$ cat config.mk
export PLATFORM = sky130hd
export DESIGN_NAME = timer_ctrl
export DESIGN_NICKNAME = d
export VERILOG_FILES = /design/src/rtl/timer_ctrl.sv
export SDC_FILE = /design/constraint.sdc
export NUM_CORES = 1
export LEC_CHECK = 0
export CAP_MARGIN = 10
export CORE_MARGIN = 4
export CORE_UTILIZATION = 45
export CTS_CLUSTER_SIZE = 14
export DETAILED_ROUTE_END_ITERATION = 16
export GPL_ROUTABILITY_DRIVEN = 0
export GPL_TIMING_DRIVEN = 0
export PLACE_DENSITY = 0.75
export REMOVE_ABC_BUFFERS = 1
export SETUP_SLACK_MARGIN = 0.1
export SYNTH_ARGS = -nofsm -noshare
export SYNTH_HDL_FRONTEND = slang
export SYNTH_SLANG_ARGS = --single-unit
$ cat constraint.sdc
create_clock -name clk -period 1.8 [get_ports clk]
set_input_delay 0.27 -clock clk [delete_from_list [all_inputs] [get_ports clk]]
set_output_delay 0.27 -clock clk [all_outputs]
set_load 0.03 [all_outputs]
$ cat src/rtl/timer_ctrl.sv
// rtl/timer_ctrl.sv - programmable interval timer controller driving a cascaded 4-bit counter
//
// Purpose: sequences a prescaled clock-enable into an N_DIG x 4-bit counter,
// with start/stop/pause/continue control, one-shot and periodic modes and a
// one-cycle terminal-count pulse.
//
// Ports:
//   clk    in   1        clock, all state changes on rising edge
//   R      in   1        synchronous active-high reset
//   start  in   1        latch config, clear count, run
//   stop   in   1        abort to IDLE, clear count
//   pause  in   1        RUN -> PAUSE
//   cont   in   1        PAUSE -> RUN
//   mode   in   1        0 one-shot, 1 periodic (latched at start)
//   presc  in   PRESC_W  tick every presc+1 cycles (latched at start)
//   period in   W        terminal count (latched at start)
//   Q      out  W        current count
//   tick   out  1        counter clock-enable (combinational)
//   done   out  1        registered one-cycle terminal pulse
//   busy   out  1        RUN or PAUSE (combinational)
//   state  out  2        IDLE=0 RUN=1 PAUSE=2 DONE=3
module timer_ctrl #(
    parameter int N_DIG   = 4,
    parameter int PRESC_W = 8
) (
    input  logic                 clk,
    input  logic                 R,
    input  logic                 start,
    input  logic                 stop,
    input  logic                 pause,
    input  logic                 cont,
    input  logic                 mode,
    input  logic [PRESC_W-1:0]   presc,
    input  logic [4*N_DIG-1:0]   period,
    output logic [4*N_DIG-1:0]   Q,
    output logic                 tick,
    output logic                 done,
    output logic                 busy,
    output logic [1:0]           state
);

    localparam int W = 4 * N_DIG;

    typedef enum logic [1:0] {
        S_IDLE  = 2'd0,
        S_RUN   = 2'd1,
        S_PAUSE = 2'd2,
        S_DONE  = 2'd3
    } state_t;

    state_t             r_state, w_state_n;
    logic [W-1:0]       r_q, w_q_n;
    logic [PRESC_W-1:0] r_psc, w_psc_n;
    logic [PRESC_W-1:0] r_presc_l, w_presc_l_n;
    logic [W-1:0]       r_period_l, w_period_l_n;
    logic               r_mode_l, w_mode_l_n;
    logic               r_done, w_done_n;
    logic               w_tick;

    assign w_tick = (r_state == S_RUN) && (r_psc == r_presc_l);

    always_ff @(posedge clk) begin
        if (R) begin
            r_state    <= S_IDLE;
            r_q        <= '0;
            r_psc      <= '0;
            r_presc_l  <= '0;
            r_period_l <= '0;
            r_mode_l   <= 1'b0;
            r_done     <= 1'b0;
        end else begin
            r_state    <= w_state_n;
            r_q        <= w_q_n;
            r_psc      <= w_psc_n;
            r_presc_l  <= w_presc_l_n;
            r_period_l <= w_period_l_n;
            r_mode_l   <= w_mode_l_n;
            r_done     <= w_done_n;
        end
    end

    always_comb begin
        w_state_n    = r_state;
        w_q_n        = r_q;
        w_psc_n      = r_psc;
        w_presc_l_n  = r_presc_l;
        w_period_l_n = r_period_l;
        w_mode_l_n   = r_mode_l;
        w_done_n     = 1'b0;

        if (stop) begin
            w_state_n = S_IDLE;
            w_q_n     = '0;
            w_psc_n   = '0;
        end else if (start) begin
            w_presc_l_n  = presc;
            w_period_l_n = period;
            w_mode_l_n   = mode;
            w_q_n        = '0;
            w_psc_n      = '0;
            w_state_n    = S_RUN;
        end else begin
            case (r_state)
                S_RUN: begin
                    // tick is the counter's enable, so a tick in the cycle
                    // pause arrives is still honoured; pause then freezes.
                    if (pause) begin
                        w_state_n = S_PAUSE;
                    end
                    if (w_tick) begin
                        w_psc_n = '0;
                        if (r_q != r_period_l) begin
                            w_q_n = r_q + 1'b1;
                        end else begin
                            w_done_n = 1'b1;
                            if (r_mode_l) begin
                                w_q_n = '0;
                            end else begin
                                w_state_n = S_DONE;
                            end
                        end
                    end else begin
                        w_psc_n = r_psc + 1'b1;
                    end
                end
                S_PAUSE: begin
                    if (cont) begin
                        w_state_n = S_RUN;
                    end
                end
                default: begin
                    w_state_n = r_state;
                end
            endcase
        end
    end

    assign Q     = r_q;
    assign tick  = w_tick;
    assign done  = r_done;
    assign busy  = (r_state == S_RUN) || (r_state == S_PAUSE);
    assign state = r_state;

endmodule

==> results.toml <==
[critical_path]
end_kind = "flip-flop"
path_common_cell = "buf_6"
r2r_end = "Q[14]"
reg2reg_depth = 8
r2r_start = "r_psc[3]"
max_stage_delay_ps = 520
r2r_slack_ps = -230
crit_arrival_ps = 2270
cp_cell_sequence = "xnor2_2, nand3_2, buf_6, nor3_4, buf_6, o2111ai_4, or4_4, a21oi_2"
cp_top_family = "simple AND/OR/NAND/NOR gates"
crit_fanout = 4
crit_path_top_delay_cell = "or4_4"
cp-start-kind = "flip-flop"
crit_required_ps = 2040
path_buf_inv = 2
critPathKind = "reg -> reg"

[timing]
fmax_ghz = 0.493
finalCriticalPeriod_ps = 2030
finClkSkew_ps = 9.78
relSlewSlack_pct = 57.6
setup_viol_count_final = 18
slew_violations = 0
hold_violations = 0
grt_setup_unrepaired = "true"
post-route-period-util_pct = 113
fin_ws_ps = -228
setup_tns_ps = -2490
tightest_slew_ps = 636

[synth]
synth_top_flop_cell = "dfxtp_1"
avgSynthCellArea_um2 = 8.22
yosysWarnings = 0
netlist_area_um2 = 2430
synthCells = 296
synth_seq_cells = 52
synthArstFlopShare_pct = 0
synth_edf_count = 0
yosysSeqAreaShare_pct = 42.8
synth_cell_types = 38

[die]
fp.coreArea_um2 = 5170
die_h_um = 81.5
io_pins = 52
initial_core_util_pct = 47.0
die_w_um = 81.5
std_cell_rows = 26
die_area_um2 = 6650

[cts]
numCtsBuffers = 5
cts_tree = "built"
cts-root-buf = "clkbuf_8"
clkTransAtPathRegs_ps = 90
clockBufferDepth = 2
clock_latency_ps = 300
cts_htree_levels = 2
cts_sinks = 52
ctsHoldBuffers = 0

[global_route]
antenna_found_initial = 0
overflow = 0
grt_usage_pct = 20.8
grt_max_degree = 28
grt_pass1_vias = 2192
grt_pass1_wl_mm = 10.6

[routing]
remaining_drc_errors = 0
vias = 2453
drtAntennaViolNets = 0
routed_wl_mm = 7.43
vias_per_cell = 5.55
dr.pass1.iters = 6
first_iter_violations = 157
wl_per_cell_um = 16.8

[hold_path]
min_delay_path_depth = 2
hold_path.startpoint = "r_period_l[6]"
hp-class = "reg -> reg"
hold-path-endpoint = "r_period_l[6]"

[placed_design]
dpl.hpwl_mm = 4.04
place_area_um2 = 2990
portBuffers = 51
place_ws_ps = -946

[layout]
area_growth_pct = 51.2
fillers = 388
postLayoutCoreUtil_pct = 71.1
drive_gt1_share_pct = 32.8
nets = 407
fin_area_um2 = 3680
antenna_cells = 0

[run]
cap_violations = 0

[pwr]
ir_drop_mv = 0.400
pwr_density_cell_nw_per_um2 = 596
p_leak_uw = 0.00145
total_power_uw = 2190

[outcome]
failed_checks = "negative setup slack"
status = "finished, violations left"
==> worst min-delay path: stages (launching register included) <==
cell,delay (ps)
dfxtp_1,330
nand2_1,50
a21oi_1,50
==> report_power, final <==
| group | internal (uW) | switching [uW] |
|---|---|---|
| clock network | 265 | 364 |
| logic | 193 | 175 |
| registers | 1160 | 29.5 |
| total | 1620 | 568 |
==> cell type report <==
cell class	count	area, um2	share of cell area (%)
clock buffers	6	72.6	1.97
multi-input cells	222	1570	42.6
repair buffers	84	815	22.1
flip-flops and latches	52	1100	30.0
well taps	70	87.6	2.38
clock inverters	1	5.00	0.136
inverters	7	26.3	0.714
==> registers in the layout, indices dropped and copies added, names as in the netlist <==
register	flops
Q	16
r_mode_l	1
r_presc_l	8
r_period_l	16
state	2
done	1
r_psc	8
==> metrics by stage <==
stage               std cells  hold slack [ps]
floorplan                 281              339
global placement          402              457
detailed placement        403              460
CTS                       432              473
global route              442              493
finish                    442              471
==> worst max path at each step <==
stage,end,cells past startpoint,from,slack [ps]
6_report,Q[14],8,r_psc[3],-230
5_1_grt,Q[14],9,r_presc_l[6],-340
4_1_cts,tick,6,state[1],-70
3_5_place_dp,Q[9],4,R,-950
3_3_place_gp,Q[9],4,R,-920
2_1_floorplan,Q[14],6,state[0],-410
==> cell usage after synthesis (2+ instances only) <==
cell type	number	area, um2
clkbuf_1	12	45.0
o211ai_1	4	30.0
a21oi_1	33	165
nand4_1	5	31.3
and4_1	5	43.8
inv_1	7	26.3
or3_1	6	37.5
and2_1	3	18.8
nand3b_1	2	15.0
nand2_1	58	218
buf_2	2	10.0
ha_1	4	50.1
nor3_1	3	15.0
nand3_1	6	30.0
nand2b_1	3	18.8
o21ai_0	6	30.0
o2111ai_1	4	35.0
xnor2_1	9	78.8
dfxtp_1	52	1040
and3_1	2	12.5
xor2_1	29	254
nor2_1	21	78.8
nor4_1	5	31.3
==> layer usage <==
| metal | wire (um) | global-route usage, % | vias up | part of all wire [%] |
|---|---|---|---|---|
| li1 | - | - | 1151 | - |
| met1 | 3210 | 26.5 | 1182 | 43 |
| met2 | 3610 | 35.7 | 102 | 49 |
| met3 | 385 | 3.07 | 18 | 5.2 |
| met4 | 221 | 7.43 | 0 | 3.0 |
| met5 | 0 | 0 | - | 0 |
==> layout by cell type (no fill, tap or decap), drive strengths merged, types with 2 or more instances in the layout <==
master         instances
nand2                 58
dfxtp                 52
clkdlybuf4s50         36
buf                   35
a21oi                 33
xor2                  29
nor2                  21
dlygate4sd2            9
xnor2                  9
inv                    7
o21ai                  7
nand3                  6
clkbuf                 6
or3                    6
nand4                  5
and4                   5
nor4                   5
o211ai                 4
o2111ai                4
ha                     4
nor3                   4
dlymetal6s2s           3
and2                   3
nand2b                 3
or2                    2
nand3b                 2
and3                   2
==> logic make-up after synthesis <==
kind of cell	count (synthesis)	share of synthesized area (%)
AOI/OAI and AO/OA	54	13.0
xor gates and xnor gates	38	13.7
adders and majority gates	4	2.06
buffers and inverters	22	3.65
DFF	52	42.8
muxes	1	0.411
and+or+nand+nor	125	24.5
==> timing repair <==
item,CTS,global route
gates cloned,0,0
endpoints found under the setup margin,44,52
pin swaps,18,13
resized for setup,80,52
setup buffers,22,10
Power figures use the tool's default switching activity.
==> RTL edit 1 (same flow settings) <==
The parameter `PRESC_W` goes from 8 to 10.
--- a/src/rtl/timer_ctrl.sv
+++ b/src/rtl/timer_ctrl.sv
@@ -21,7 +21,7 @@
 //   state  out  2        IDLE=0 RUN=1 PAUSE=2 DONE=3
 module timer_ctrl #(
     parameter int N_DIG   = 4,
-    parameter int PRESC_W = 8
+    parameter int PRESC_W = 10
 ) (
     input  logic                 clk,
     input  logic                 R,
Ports: changed (resized presc); port bits go from 52 to 54. The function was not compared with the original's and may differ.
==> RTL edit 1 against the unedited design <==
  * The flow still finishes with violations (setup timing)
  * Global-route usage shrank 1.5 points
  * Via count grew 2.8%
  * Cell count grew 5.2%
  * Area after synthesis grew 7.2%
  * Total power grew 13%
  * Count of clock-buffer cells in the layout shrank 1
  * Cell area grew 3.7%
  * Combinational power shrank 2%
  * Setup slack gained 0.042 ns
  * Fmax grew 2.1%
  * Wire length shrank 4.7%
  * Sequential share of layout area grew 0.84 points
  * Sequential cell count grew 4
  * Critical endpoint is now Q[6]
  * Largest power group unchanged
  * Highest routed layer unchanged
==> RTL edit 1: results (changes against the unedited design) <==
stage	metric	value	unit	change
run_status	status	finished, violations left		
run_status	failing checks	setup timing		
critical_path	critical-path maximum fanout	8		+4
final_layout	# fillers	451		+16%
clock_tree	H-tree depth	2		unchanged
logic_synthesis	Synth async-reset ratio	0	%	unchanged
clock_tree	root buf cell	clkbuf_8		
sta	Slew headroom	59.2	%	+1.6 points
min_path	HP Class	flop to flop		
final_layout	share of cells above drive strength 1	27.2	%	-5.6 points
critical_path	Worst EP arrival	2.24	ns	-0.03 ns
final_layout	most common cell after layout, fill and taps aside	nand2_1		
pwr	Worst VDD drop	0.388	mV	-2.9%
min_path	Worst Hold Depth	2		unchanged
place	DP Area	3170	µm²	+6.3%
logic_synthesis	Synth Warn #	0		unchanged
route	initial DRC count	136		-13%
sta	Worst Setup Slack, final	-0.186	ns	+0.0423 ns
pwr	Psw	0.611	mW	+7.6%
sta	Max Clock Skew	0.0101	ns	+0.000294 ns
clock_tree	clock buffer count from CTS	5		unchanged
logic_synthesis	share of the synthesized area in the top cell type	43.0	%	+0.18 points
route	First-pass DRT Iterations	4		-2
pwr	Leakage	1.50	nW	+3.1%
sta	setup TNS	-2.10	ns	+0.397 ns
clock_tree	cts hold-fix bufs	0		unchanged
place	PortBufs	53		+3.9%
logic_synthesis	main flop type after synthesis	dfxtp_1		
final_layout	number of diodes	0		unchanged
global_route	GRT Util Overall	19.3	%	-1.5 points
logic_synthesis	register area share after synthesis	43.0	%	+0.18 points
global_route	largest net degree at the start of global routing	30		+7.1%
route	final wirelength	7080	µm	-4.7%
clock_tree	Max clock buf depth	2		unchanged
logic_synthesis	largest cells by area after synthesis	dfxtp_1, nand2_1, xor2_1		
flow_run	max_cap viols	0		unchanged
final_layout	final net count	429		+5.4%
clock_tree	Clk Latency, worst-skew pair	0.32	ns	+0.02 ns
sta	final setup fails	18		unchanged
global_route	initial antenna violation count	0		unchanged
critical_path	Worst R2R Path Depth	8		unchanged
global_route	number of global-route vias before repair	2313		+5.5%
clock_tree	clk slew on worst S/H paths	0.10	ns	
sta	final hold vios	0		unchanged
route	via count	2522		+2.8%
logic_synthesis	Synth cell types	38		unchanged
place	DP HPWL	4450	µm	+10%
global_route	first-pass GRT wire length	11100	µm	+4.4%
place	pre-CTS setup slack	-0.820	ns	+0.126 ns
logic_synthesis	top cells by count, synth	nand2_1, dfxtp_1, a21oi_1		
## RTL edit 1: cell count changes in the layout (fill, tap and decap cells not counted), sizes merged, moves of 4 or more
cell	unedited run	this run
nand2	58	66
dfxtp	52	56
dlygate4sd2	9	15
nor2	21	16
a21oi	33	42
or3	6	11
xor2	29	25
o21ai	7	11
## RTL edit 1: path summary, 6_finish.rpt
path | start | endpoint | slack, ns
max | r_psc[7] | Q[6] | -0.19
min | r_period_l[7] | r_period_l[7] | 0.47
max reg2reg | r_psc[7] | Q[6] | -0.19
min reg2reg | r_period_l[7] | r_period_l[7] | 0.47
## RTL edit 1: final cells by class
type                       count  share of cell area, %
clock inverter                 3                   1.12
inverter                       5                  0.558
tap                           72                   2.36
timing repair buffer          83                   20.6
sequential                    56                   30.9
clock buffer                   5                   1.80
multi-input combinational    241                   42.7
## RTL edit 1: power by group through the flow
stage / Sequential, mW / Clock (mW) / Combinational, mW
finish: 1.28 / 0.831 / 0.361
global route: 1.29 / 0.891 / 0.390
CTS: 1.28 / 0.841 / 0.332
detailed placement: 1.32 / 0 / 0.246
global placement: 1.32 / 0 / 0.238
floorplan: 1.32 / 0 / 0.119
## RTL edit 1: per-stage QoR
| step | instances | util, % |
|---|---|---|
| final | 465 | 68.4 |
| after global routing | 465 | 68.4 |
| after CTS | 456 | 64.7 |
| after detailed placement | 426 | 56.9 |
| after global placement | 425 | 56.6 |
| after floorplan | 300 | - |
## RTL edit 1: per-layer routing
| metal | GRT usage (%) | wire, µm | part of all wire, % | vias up |
|---|---|---|---|---|
| met4 | 6.43 | 119 | 1.7 | 0 |
| met2 | 31.7 | 3420 | 48 | 76 |
| met3 | 3.93 | 376 | 5.3 | 14 |
| li1 | - | - | - | 1233 |
| met1 | 25.3 | 3160 | 45 | 1199 |
| met5 | 0 | 0 | 0 | - |
## RTL edit 1: critical path, cell delays in order (launching register included)
cell and delay (ns):
dfxtp_4 0.36, xnor2_2 0.16, nand4_1 0.15, buf_4 0.17
nor3_4 0.16, buf_6 0.15, o21ai_4 0.10, or4_1 0.52
a21oi_1 0.15
## RTL edit 1: kinds of logic after synthesis
family                     count (synthesis)  synth area share (%)
adders and majority gates                  4                  1.92
AOI/OAI and AO/OA                         64                  14.4
xor gates and xnor gates                  36                  12.1
DFF                                       56                  43.0
buffers and inverters                     23                  3.55
and+or+nand+nor                          134                  24.7
muxes                                      1                 0.384
## RTL edit 1: repair_timing
action	CTS	global route
resized for setup	82	39
pin swaps	25	16
cloned	2	0
setup endpoints to repair	75	30
hold endpoints to repair	0	0
setup buffers	20	9
==> RTL edit 2 (same settings) <==
Without the edit above. Register the input `period` before use, without a reset. The logic sees it one clock later. The other inputs are not delayed to match.
--- a/src/rtl/timer_ctrl.sv
+++ b/src/rtl/timer_ctrl.sv
@@ -48,6 +48,12 @@
         S_DONE  = 2'd3
     } state_t;
 
+    logic [4*N_DIG-1:0] period_q;
+
+    always_ff @(posedge clk) begin
+        period_q <= period;
+    end
+
     state_t             r_state, w_state_n;
     logic [W-1:0]       r_q, w_q_n;
     logic [PRESC_W-1:0] r_psc, w_psc_n;
@@ -94,7 +100,7 @@
             w_psc_n   = '0;
         end else if (start) begin
             w_presc_l_n  = presc;
-            w_period_l_n = period;
+            w_period_l_n = period_q;
             w_mode_l_n   = mode;
             w_q_n        = '0;
             w_psc_n      = '0;
Behaviour: not the same (a bounded check fails within 4 cycles, from zero or initial values).
==> RTL edit 2 against the unedited design <==
  * The flow still finishes with violations (setup timing)
  * Sequential power increased by 32%
  * Wire length decreased by 5.0%
  * Cell area increased by 9.9%
  * Setup slack improved by 0.12 ns
  * Total power increased by 54%
  * Sequential share of layout area increased by 4.9 points
  * Sequential cell count increased by 16
  * Area after synthesis increased by 17%
  * Utilization decreased by 4.0 points
  * Critical path type unchanged
  * Critical endpoint is now Q[2]
  * Largest power group unchanged
==> RTL edit 2: results (changes against the unedited design) <==
stage	metric	value	unit	change
run_status	status	finished, violations left		
run_status	failing checks	setup timing		
route	WL/cell	15.1	µm	-10%
clock_tree	Clk Latency, worst-skew pair	0.35	ns	+0.05 ns
global_route	GRT Util Overall	18.3	%	-2.5 points
final_layout	# fillers	464		+20%
global_route	initial antenna violation count	0		unchanged
route	met2 WL	3440	µm	-4.7%
route	wl on met1	3050	µm	-4.9%
sta	Least-Margin Pin Slew	0.986	ns	+0.350 ns
sta	Max Clock Skew	0.0158	ns	+0.00602 ns
place	DP Area	3400	µm²	+14%
final_layout	share of cells above drive strength 1	27.0	%	-5.8 points
logic_synthesis	largest cells by area after synthesis	dfxtp_1, xor2_1, nand2_1		
final_layout	final net count	423		+3.9%
logic_synthesis	Synth Warn #	0		unchanged
critical_path	Worst EP arrival	2.15	ns	-0.12 ns
critical_path	Worst R2R Path Depth	7		-1
logic_synthesis	Synth cell types	37		-2.6%
critical_path	critical-path maximum fanout	6		+2
critical_path	capture point of the worst reg-to-reg path	Q[2]		
clock_tree	clock buffer count from CTS	9		+4
global_route	number of global-route vias before repair	2266		+3.4%
route	via count	2433		-0.82%
route	initial DRC count	172		+9.6%
sta	final setup fails	18		unchanged
clock_tree	H-tree depth	3		+1
pwr	Leakage	1.69	nW	+16%
clock_tree	Max clock buf depth	2		unchanged
pwr	Worst VDD drop	0.488	mV	+22%
critical_path	Slowest cell on crit path	nor4_2		
place	DP HPWL	4150	µm	+2.7%
global_route	met3 Usage GRT	4.14	%	+1.1 points
global_route	met1 usage	24.4	%	-2.1 points
critical_path	reg2reg start	Q[14]		
critical_path	Critical Path Max Stage Delay	0.42	ns	-0.10 ns
critical_path	R2R setup slack	-0.11	ns	+0.12 ns
route	met3 WL post-DR	454	µm	+18%
min_path	HP Class	primary input to flop		
global_route	largest net degree at the start of global routing	28		unchanged
global_route	first-pass GRT wire length	10800	µm	+2.1%
logic_synthesis	register area share after synthesis	47.8	%	+5.0 points
sta	Worst Setup Slack, final	-0.112	ns	+0.116 ns
route	First-pass DRT Iterations	4		-2
clock_tree	clk slew on worst S/H paths	0.08	ns	
## RTL edit 2: cell types whose count changed in the layout (fill, tap and decap cells not counted), moves of 4 or more
cell / unedited run / this run
nor2_1: 16 / 25
xnor2_2: 8 / 3
clkdlybuf4s50_1: 36 / 31
nor3_1: 1 / 7
a21oi_2: 4 / 0
buf_4: 22 / 17
nor2_2: 5 / 0
clkbuf_8: 5 / 10
o211ai_2: 0 / 7
xnor2_1: 1 / 6
xor2_1: 27 / 32
dfxtp_1: 21 / 44
dfxtp_2: 21 / 16
dlygate4sd2_1: 9 / 13
## RTL edit 2: final cells by class
class	instances	area (µm²)	area share, %
multi-input cells	228	1570	38.8
clock buffers	10	138	3.40
repair buffers	76	726	17.9
inverters	5	18.8	0.464
well taps	75	93.8	2.32
clock inverters	6	87.6	2.17
flip-flops and latches	68	1410	34.9
## RTL edit 2: worst reg2reg max path, stage by stage, from the launching register on
cell	delay, ns
dfxtp_4	0.35
xor2_1	0.14
nor4_2	0.42
nand4_4	0.24
buf_6	0.20
o211ai_4	0.22
xor2_1	0.18
nor2_1	0.06
## RTL edit 2: metrics by stage
stage,setup slack (ns),hold slack (ns),instances,utilization (%),TNS [ns]
2_1_floorplan,-0.411,0.298,301,-,-5.39
3_3_place_gp,-0.827,0.423,427,56.1,-36.20
3_5_place_dp,-0.845,0.426,428,56.4,-23.00
4_1_cts,-0.108,0.351,459,65.0,-0.505
5_1_grt,-0.179,0.352,468,67.1,-2.36
6_report,-0.112,0.361,468,67.1,-1.05
## RTL edit 2: worst min path at each step
stage	start	endpoint	slack [ns]	depth (start not counted)
floorplan	period[0]	period_q[0]	0.30	0
global placement	period_q[12]	r_period_l[12]	0.42	2
detailed placement	period_q[14]	r_period_l[14]	0.43	2
CTS	period[9]	period_q[9]	0.35	1
global route	period[15]	period_q[15]	0.35	1
finish	period[9]	period_q[9]	0.36	1
## RTL edit 2: logic make-up (layout without fill, tap and decap cells)
kind of cell	after synthesis	count (layout)	synth area share (%)
AOI/OAI and AO/OA	48	48	11.6
xor gates and xnor gates	42	42	12.9
adders and majority gates	4	4	1.76
buffers and inverters	21	97	3.34
DFF	68	68	47.8
muxes	1	1	0.351
and+or+nand+nor	133	133	22.3
## RTL edit 2: power by group
group / total [mW] / switching [mW] / internal [mW]
logic: 0.366 / 0.178 / 0.188
clock network: 1.44 / 0.619 / 0.818
registers: 1.57 / 0.0337 / 1.54
total: 3.38 / 0.831 / 2.54
## RTL edit 2: repair_timing
item                                    CTS  global route
pin swaps                                14            11
resized for setup                        77            26
endpoints found under the setup margin   46            55
setup buffers                            15             9
hold endpoints to repair                  0             0
